`config.mk`:
```
export PLATFORM = sky130hd
export DESIGN_NAME = muldiv_unit
export DESIGN_NICKNAME = d
export VERILOG_FILES = /design/src/rtl/muldiv_pkg.sv /design/src/rtl/div_restoring_step.sv /design/src/rtl/muldiv_unit.sv
export SDC_FILE = /design/constraint.sdc
export NUM_CORES = 1
export LEC_CHECK = 0
export BUFFER_PORTS_ARGS = -buffer_cell sky130_fd_sc_hd__clkbuf_2
export CAP_MARGIN = 10
export CORE_UTILIZATION = 28
export CTS_BUF_LIST = sky130_fd_sc_hd__clkbuf_8
export CTS_CLUSTER_SIZE = 8
export DETAILED_ROUTE_END_ITERATION = 6
export HOLD_SLACK_MARGIN = 0.1
export PLACE_DENSITY_LB_ADDON = 0.12
export SLEW_MARGIN = 0
export SYNTH_ARGS = -nofsm -noshare
export SYNTH_HDL_FRONTEND = slang
export SYNTH_SLANG_ARGS = --single-unit
```
`constraint.sdc`:
```
create_clock -name iCLK -period 12.7 [get_ports iCLK]
set_input_delay 1.27 -clock iCLK [delete_from_list [all_inputs] [get_ports iCLK]]
set_output_delay 1.27 -clock iCLK [all_outputs]
set_load 0.01 [all_outputs]
```
`src/rtl/muldiv_pkg.sv`:
```
// muldiv_pkg: shared definitions for the iterative multiply/divide unit.
//   - MULDIV_XLEN : default operand/result width
//   - F3_*        : funct3 operation codes
//   - state_t     : control FSM encoding
//   - rs1_signed / rs2_signed : operand signedness per operation
package muldiv_pkg;

    localparam int MULDIV_XLEN = 32;

    localparam logic [2:0] F3_MUL    = 3'd0;
    localparam logic [2:0] F3_MULH   = 3'd1;
    localparam logic [2:0] F3_MULHSU = 3'd2;
    localparam logic [2:0] F3_MULHU  = 3'd3;
    localparam logic [2:0] F3_DIV    = 3'd4;
    localparam logic [2:0] F3_DIVU   = 3'd5;
    localparam logic [2:0] F3_REM    = 3'd6;
    localparam logic [2:0] F3_REMU   = 3'd7;

    typedef enum logic [1:0] {
        S_IDLE = 2'd0,
        S_MUL  = 2'd1,
        S_DIV  = 2'd2,
        S_DONE = 2'd3
    } state_t;

    // MUL and MULHU are treated as unsigned: the low product word is
    // identical either way, so MUL needs no sign handling.
    function automatic logic rs1_signed(input logic [2:0] f3);
        return (f3 == F3_MULH) || (f3 == F3_MULHSU) ||
               (f3 == F3_DIV)  || (f3 == F3_REM);
    endfunction

    function automatic logic rs2_signed(input logic [2:0] f3);
        return (f3 == F3_MULH) || (f3 == F3_DIV) || (f3 == F3_REM);
    endfunction

endpackage

```
`src/rtl/div_restoring_step.sv`:
```
// div_restoring_step: one combinational restoring-division iteration.
//   rem_in  : partial remainder (always < divisor)
//   quo_in  : remaining dividend bits, MSB shifted into the remainder,
//             new quotient bit shifted in at the LSB
//   divisor : divisor magnitude
//   rem_out / quo_out : updated partial remainder and quotient/dividend
module div_restoring_step
#(
    parameter int XLEN = 32
)
(
    input  logic [XLEN-1:0] rem_in,
    input  logic [XLEN-1:0] quo_in,
    input  logic [XLEN-1:0] divisor,
    output logic [XLEN-1:0] rem_out,
    output logic [XLEN-1:0] quo_out
);

    logic [XLEN:0] shifted;
    logic [XLEN:0] diff;
    logic          qbit;

    // rem_in < divisor, so shifted < 2*divisor and the trial difference
    // fits in XLEN+1 bits; its top bit is the borrow.
    assign shifted = {rem_in, quo_in[XLEN-1]};
    assign diff    = shifted - {1'b0, divisor};
    assign qbit    = ~diff[XLEN];
    assign rem_out = qbit ? diff[XLEN-1:0] : shifted[XLEN-1:0];
    assign quo_out = {quo_in[XLEN-2:0], qbit};

endmodule

```
`src/rtl/muldiv_unit.sv`:
```
// muldiv_unit: RV-M style multiply/divide unit.
//   Multiply is radix-2 shift-add on operand magnitudes (XLEN cycles);
//   divide is restoring division on magnitudes (XLEN cycles). Signs are
//   applied on the final iteration. Divide-by-zero and signed overflow
//   finish one cycle after start without iterating.
// Ports:
//   iCLK, iRST_n        : clock, async active-low reset
//   iStart, iFunct3     : start request and operation select (sampled in IDLE)
//   iRs1, iRs2          : operands
//   iFlush              : abort the current operation, no result
//   oBusy, oDone        : operation in flight / one-cycle result strobe
//   oResult             : last completed result (held between operations)
// Build option: define MULDIV_FAST_MUL_EN for a single-cycle combinational
//   multiplier; division is unaffected.
module muldiv_unit
    import muldiv_pkg::*;
#(
    parameter int XLEN = MULDIV_XLEN
)
(
    input  logic            iCLK,
    input  logic            iRST_n,
    input  logic            iStart,
    input  logic [2:0]      iFunct3,
    input  logic [XLEN-1:0] iRs1,
    input  logic [XLEN-1:0] iRs2,
    input  logic            iFlush,
    output logic            oBusy,
    output logic            oDone,
    output logic [XLEN-1:0] oResult
);

    localparam int CW = $clog2(XLEN) + 1;

    function automatic logic [XLEN-1:0] mag(input logic [XLEN-1:0] v, input logic sgn);
        return (sgn && v[XLEN-1]) ? -v : v;
    endfunction

    state_t            state;
    logic [2:0]        f3_q;
    logic [XLEN-1:0]   rs1_q, rs2_q;
    logic [CW-1:0]     cnt;
    logic [2*XLEN-1:0] prod;
    logic [XLEN-1:0]   rem, quo;
    logic              busy_q, done_q;
    logic [XLEN-1:0]   res_q;

    // In-flight operand signs and magnitudes
    logic            neg1, neg2;
    logic [XLEN-1:0] a_mag, b_mag;
    logic            last_iter;

    assign neg1      = rs1_signed(f3_q) & rs1_q[XLEN-1];
    assign neg2      = rs2_signed(f3_q) & rs2_q[XLEN-1];
    assign a_mag     = neg1 ? -rs1_q : rs1_q;
    assign b_mag     = neg2 ? -rs2_q : rs2_q;
    assign last_iter = (cnt == CW'(XLEN - 1));

    // Multiply datapath
    logic [2*XLEN-1:0] prod_nxt;
    logic [2*XLEN-1:0] mul_prod;
    logic [XLEN-1:0]   mul_res;
    logic              mul_last;

`ifdef MULDIV_FAST_MUL_EN
    assign prod_nxt = {{XLEN{1'b0}}, a_mag} * {{XLEN{1'b0}}, b_mag};
    assign mul_last = 1'b1;
`else
    // prod holds {partial sum, remaining multiplier bits}; each step adds
    // the multiplicand into the upper half when the multiplier LSB is set,
    // then shifts right with the carry.
    logic [XLEN:0] mul_sum;
    assign mul_sum  = {1'b0, prod[2*XLEN-1:XLEN]} + {1'b0, {XLEN{prod[0]}} & a_mag};
    assign prod_nxt = {mul_sum, prod[XLEN-1:1]};
    assign mul_last = last_iter;
`endif

    assign mul_prod = (neg1 ^ neg2) ? -prod_nxt : prod_nxt;
    assign mul_res  = (f3_q == F3_MUL) ? mul_prod[XLEN-1:0] : mul_prod[2*XLEN-1:XLEN];

    // Divide datapath
    logic [XLEN-1:0] rem_nxt, quo_nxt;
    logic [XLEN-1:0] q_fin, r_fin, div_res, div_spec;
    logic            div_zero, div_ovf;

    div_restoring_step #(.XLEN(XLEN)) u_step (
        .rem_in  (rem),
        .quo_in  (quo),
        .divisor (b_mag),
        .rem_out (rem_nxt),
        .quo_out (quo_nxt)
    );

    assign q_fin    = (neg1 ^ neg2) ? -quo_nxt : quo_nxt;
    assign r_fin    = neg1 ? -rem_nxt : rem_nxt;
    assign div_res  = f3_q[1] ? r_fin : q_fin;
    assign div_zero = (rs2_q == '0);
    assign div_ovf  = rs1_signed(f3_q) & (rs1_q == {1'b1, {(XLEN-1){1'b0}}}) & (rs2_q == '1);
    // funct3[1] selects the remainder flavour (REM/REMU)
    assign div_spec = div_zero ? (f3_q[1] ? rs1_q : '1) : (f3_q[1] ? '0 : rs1_q);

    always_ff @(posedge iCLK or negedge iRST_n) begin
        if (!iRST_n) begin
            state  <= S_IDLE;
            f3_q   <= '0;
            rs1_q  <= '0;
            rs2_q  <= '0;
            cnt    <= '0;
            prod   <= '0;
            rem    <= '0;
            quo    <= '0;
            busy_q <= 1'b0;
            done_q <= 1'b0;
            res_q  <= '0;
        end else if (iFlush) begin
            state  <= S_IDLE;
            busy_q <= 1'b0;
            done_q <= 1'b0;
        end else begin
            case (state)
                S_IDLE: begin
                    done_q <= 1'b0;
                    if (iStart) begin
                        f3_q   <= iFunct3;
                        rs1_q  <= iRs1;
                        rs2_q  <= iRs2;
                        cnt    <= '0;
                        prod   <= {{XLEN{1'b0}}, mag(iRs2, rs2_signed(iFunct3))};
                        rem    <= '0;
                        quo    <= mag(iRs1, rs1_signed(iFunct3));
                        busy_q <= 1'b1;
                        state  <= iFunct3[2] ? S_DIV : S_MUL;
                    end
                end
                S_MUL: begin
                    prod <= prod_nxt;
                    cnt  <= cnt + 1'b1;
                    if (mul_last) begin
                        res_q  <= mul_res;
                        busy_q <= 1'b0;
                        done_q <= 1'b1;
                        state  <= S_DONE;
                    end
                end
                S_DIV: begin
                    if (div_zero || div_ovf) begin
                        res_q  <= div_spec;
                        busy_q <= 1'b0;
                        done_q <= 1'b1;
                        state  <= S_DONE;
                    end else begin
                        rem <= rem_nxt;
                        quo <= quo_nxt;
                        cnt <= cnt + 1'b1;
                        if (last_iter) begin
                            res_q  <= div_res;
                            busy_q <= 1'b0;
                            done_q <= 1'b1;
                            state  <= S_DONE;
                        end
                    end
                end
                S_DONE: begin
                    done_q <= 1'b0;
                    state  <= S_IDLE;
                end
                default: state <= S_IDLE;
            endcase
        end
    end

    assign oBusy   = busy_q;
    assign oDone   = done_q;
    assign oResult = res_q;

endmodule
```
==> metrics.yaml <==
pwr:
  powerDensity_mw_per_mm2: 290
  fin_total_pwr_mw: 6.77
  p_leak_nw: 9.73
  peakVddDrop_uv: 149
setup_path:
  r2r_end: "oResult[30]"
  reg2reg_depth: 25
  cp_slowest_stage_delay_ps: 910
  worstPathRequired_ps: 13240
  end_kind: "flip-flop"
  cp-start-kind: "flip-flop"
  cpMostUsedCell: "ha_1"
  slowest_stage: "a21boi_1"
  worstPathMaxFanout: 37
  worstSetupPathType: "flip-flop to flip-flop"
  critical_path_arrival_ps: 9400
  reg2reg_slack_ps: 3840
  r2r_start: "rs2_q[1]"
sta:
  relSlewSlack_pct: 18.8
  grt_setup_unrepaired: "no"
  worst_pin_slew_ps: 1220
  min_period_ps: 8860
  finalHoldViolations: 0
  finalCritPeriodShare_pct: 69.8
  report.final.slew_viol_count: 0
  setup_viol: 0
  max_freq_mhz: 113
  timing.final.ws_setup_ps: 3840
  clock-skew-final_ps: 55.8
  finalSetupTns_ps: 0
global_route:
  overflow: 0
  antenna_found_initial: 0
  grt_max_degree: 81
  grt_pass1_vias: 20200
  grt_pass1_wl_microns: 135000
  track_usage_pct: 23.6
logic_synthesis:
  synth.most_common_cell: "nand2_1"
  synth_area_leaders: "dfrtp_1 (28%), o21ai_0 (6.2%), xnor2_1 (6.2%), a21oi_1 (5.8%), nand2_1 (5.2%)"
  syn_inst: 2703
  synth.avg_cell_area_sq_um: 7.77
  synth_common_cells: "nand2_1 (289), o21ai_0 (259), a21oi_1 (243)"
  yosys.cell_types.count: 90
  synth_edf_count: 0
  synth_ff_type: "dfrtp_1"
  synth_largest_area_cell: "dfrtp_1"
  syn_nets: 2854
  yosysTopAreaCellShare_pct: 28.3
  synth-seq-cells: 237
  netlist_area_sq_mm: 0.0210
  synth_warnings: 0
  seq_area_frac_synth_pct: 28.3
  async_reset_ff_share_pct: 100
final_layout:
  post-route-util_pct: 31.5
  diodes: 0
  syn2layout_area_growth_pct: 11.4
  drive_gt1_share_pct: 11.2
  layout.nets: 2881
  postLayoutCellArea_sq_mm: 0.0234
placed_design:
  dp_slack_ps: 3930
  placed_cell_area_sq_mm: 0.0224
  hpwl_microns: 70600
  gp_congestion: 0.888
  io_buffer_count: 104
clocking:
  cts_sinks: 237
  numCtsBuffers: 47
  cts.htree.levels: 2
  root_buffer: "clkbuf_8"
  clock_latency_ps: 670
  cts_tree: "yes"
  path_clk_slew_ps: 60
  post-cts-setup-buffers: 0
  clockBufferDepth: 3
  hold_buffers: 0
  cts_resized: 0
routing:
  viasPerCell: 5.75
  totalWireLength_microns: 91600
  num_vias: 21500
  drt_pass1_iterations: 6
  wire_per_inst_microns: 24.5
  drc: 0
  drtAntennaViolNets: 0
  first_iter_violations: 2213
min_path:
  worstHoldStart: "cnt[5]"
  min_to: "cnt[5]"
  hold_depth: 1
  min_path_type: "flip-flop to flip-flop"
floorplan:
  core_region_area_sq_mm: 0.0743
  start_util_pct: 28.2
  rows: 100
  die_x_microns: 276
  dieArea_sq_mm: 0.0761
  ioPinCount: 105
  fp.dieH_microns: 276
outcome:
  outcome: "completed"
run:
  maxCapViolations: 0
-- kinds of logic (layout without fill, tap and decap cells) --
logic type / Yosys count / after routing / share of synthesized area, %
simple gates: 973 / 973 / 22.5
compound gates: 877 / 877 / 25.9
flops: 237 / 237 / 28.3
fa+ha+maj: 80 / 80 / 4.84
xor+xnor: 242 / 242 / 10.1
mux: 87 / 87 / 4.51
buf+inv: 207 / 269 / 3.87
-- registers in the layout, indices dropped and copies added (netlist names) --
signal and cells:
cnt 6, f3_q 3, oBusy 1, oDone 1, oResult 32, prod 64, quo 32, rem 32
rs1_q 32, rs2_q 32, state 2
-- cell usage in the layout (no fill, tap or decap), drive strengths merged, types with 11 or more instances in the layout --
cell,netlist,final
a31oi,45,45
a21boi,13,13
xnor2,148,148
xor2,94,94
a211oi,27,27
nand4,42,42
dfrtp,237,237
o21ai,278,278
or2,12,12
o211ai,25,25
or3,46,46
o31ai,44,44
o21a,17,17
or4,17,17
ha,78,78
mux2,61,61
o41ai,18,18
a2111oi,11,11
mux2i,26,26
nor2b,11,11
nand3,78,78
a22oi,12,12
clkbuf,128,160
inv,47,63
a21o,43,43
a211o,13,13
o221ai,12,12
nor3,69,69
nor2,240,240
and2,52,52
buf,31,34
a21oi,243,243
nand2,290,290
and3,33,33
nor4,38,38
-- cell type report --
| cell class | instances | area, sq um |
|---|---|---|
| fill | 8135 | 50900 |
| multi-input combinational | 2259 | 14300 |
| sequential | 237 | 5930 |
| tap | 969 | 1210 |
| clock buffer | 57 | 785 |
| timing repair buffer | 137 | 778 |
| clock inverter | 27 | 184 |
| inverter | 48 | 180 |
-- worst max path at each step --
stage                     cells past startpoint     endpoint     start
final                                        25  oResult[30]  rs2_q[1]
after global routing                         25  oResult[30]  rs2_q[1]
after CTS                                    25  oResult[30]  rs2_q[1]
after detailed placement                     25  oResult[30]  rs2_q[1]
after global placement                       25  oResult[30]  rs2_q[1]
after floorplan                              32  oResult[30]  rs2_q[1]
-- where the power goes --
group          internal (mW)  total (mW)  switching (mW)
clock network          0.448       0.845           0.397
registers               1.01        1.52           0.506
logic                   1.56        4.41            2.85
-- worst max-delay path, delay by kind of cell (launching register included) --
| family | cells | cell delay, ps |
|---|---|---|
| AOI/OAI and AO/OA | 6 | 2430 |
| xor gates and xnor gates | 1 | 130 |
| adders and majority gates | 3 | 970 |
| and+or+nand+nor | 12 | 4250 |
| DFF | 1 | 410 |
| buffers and inverters | 3 | 550 |
-- per-layer routing --
| metal | vias to the layer above | GRT usage [%] | wire (microns) |
|---|---|---|---|
| met1 | 10600 | 34.4 | 43700 |
| met5 | - | 0 | 0 |
| met2 | 757 | 35.7 | 39600 |
| li1 | 9982 | - | - |
| met4 | 0 | 7.87 | 3050 |
| met3 | 129 | 2.91 | 5240 |
-- stage by stage --
step           instances  hold WS [ps]
5_1_grt             3734           491
3_3_place_gp        3650           466
6_report            3734           484
4_1_cts             3734           482
3_5_place_dp        3650           468
2_1_floorplan       2703           446
(Power assumes the default switching activity.)
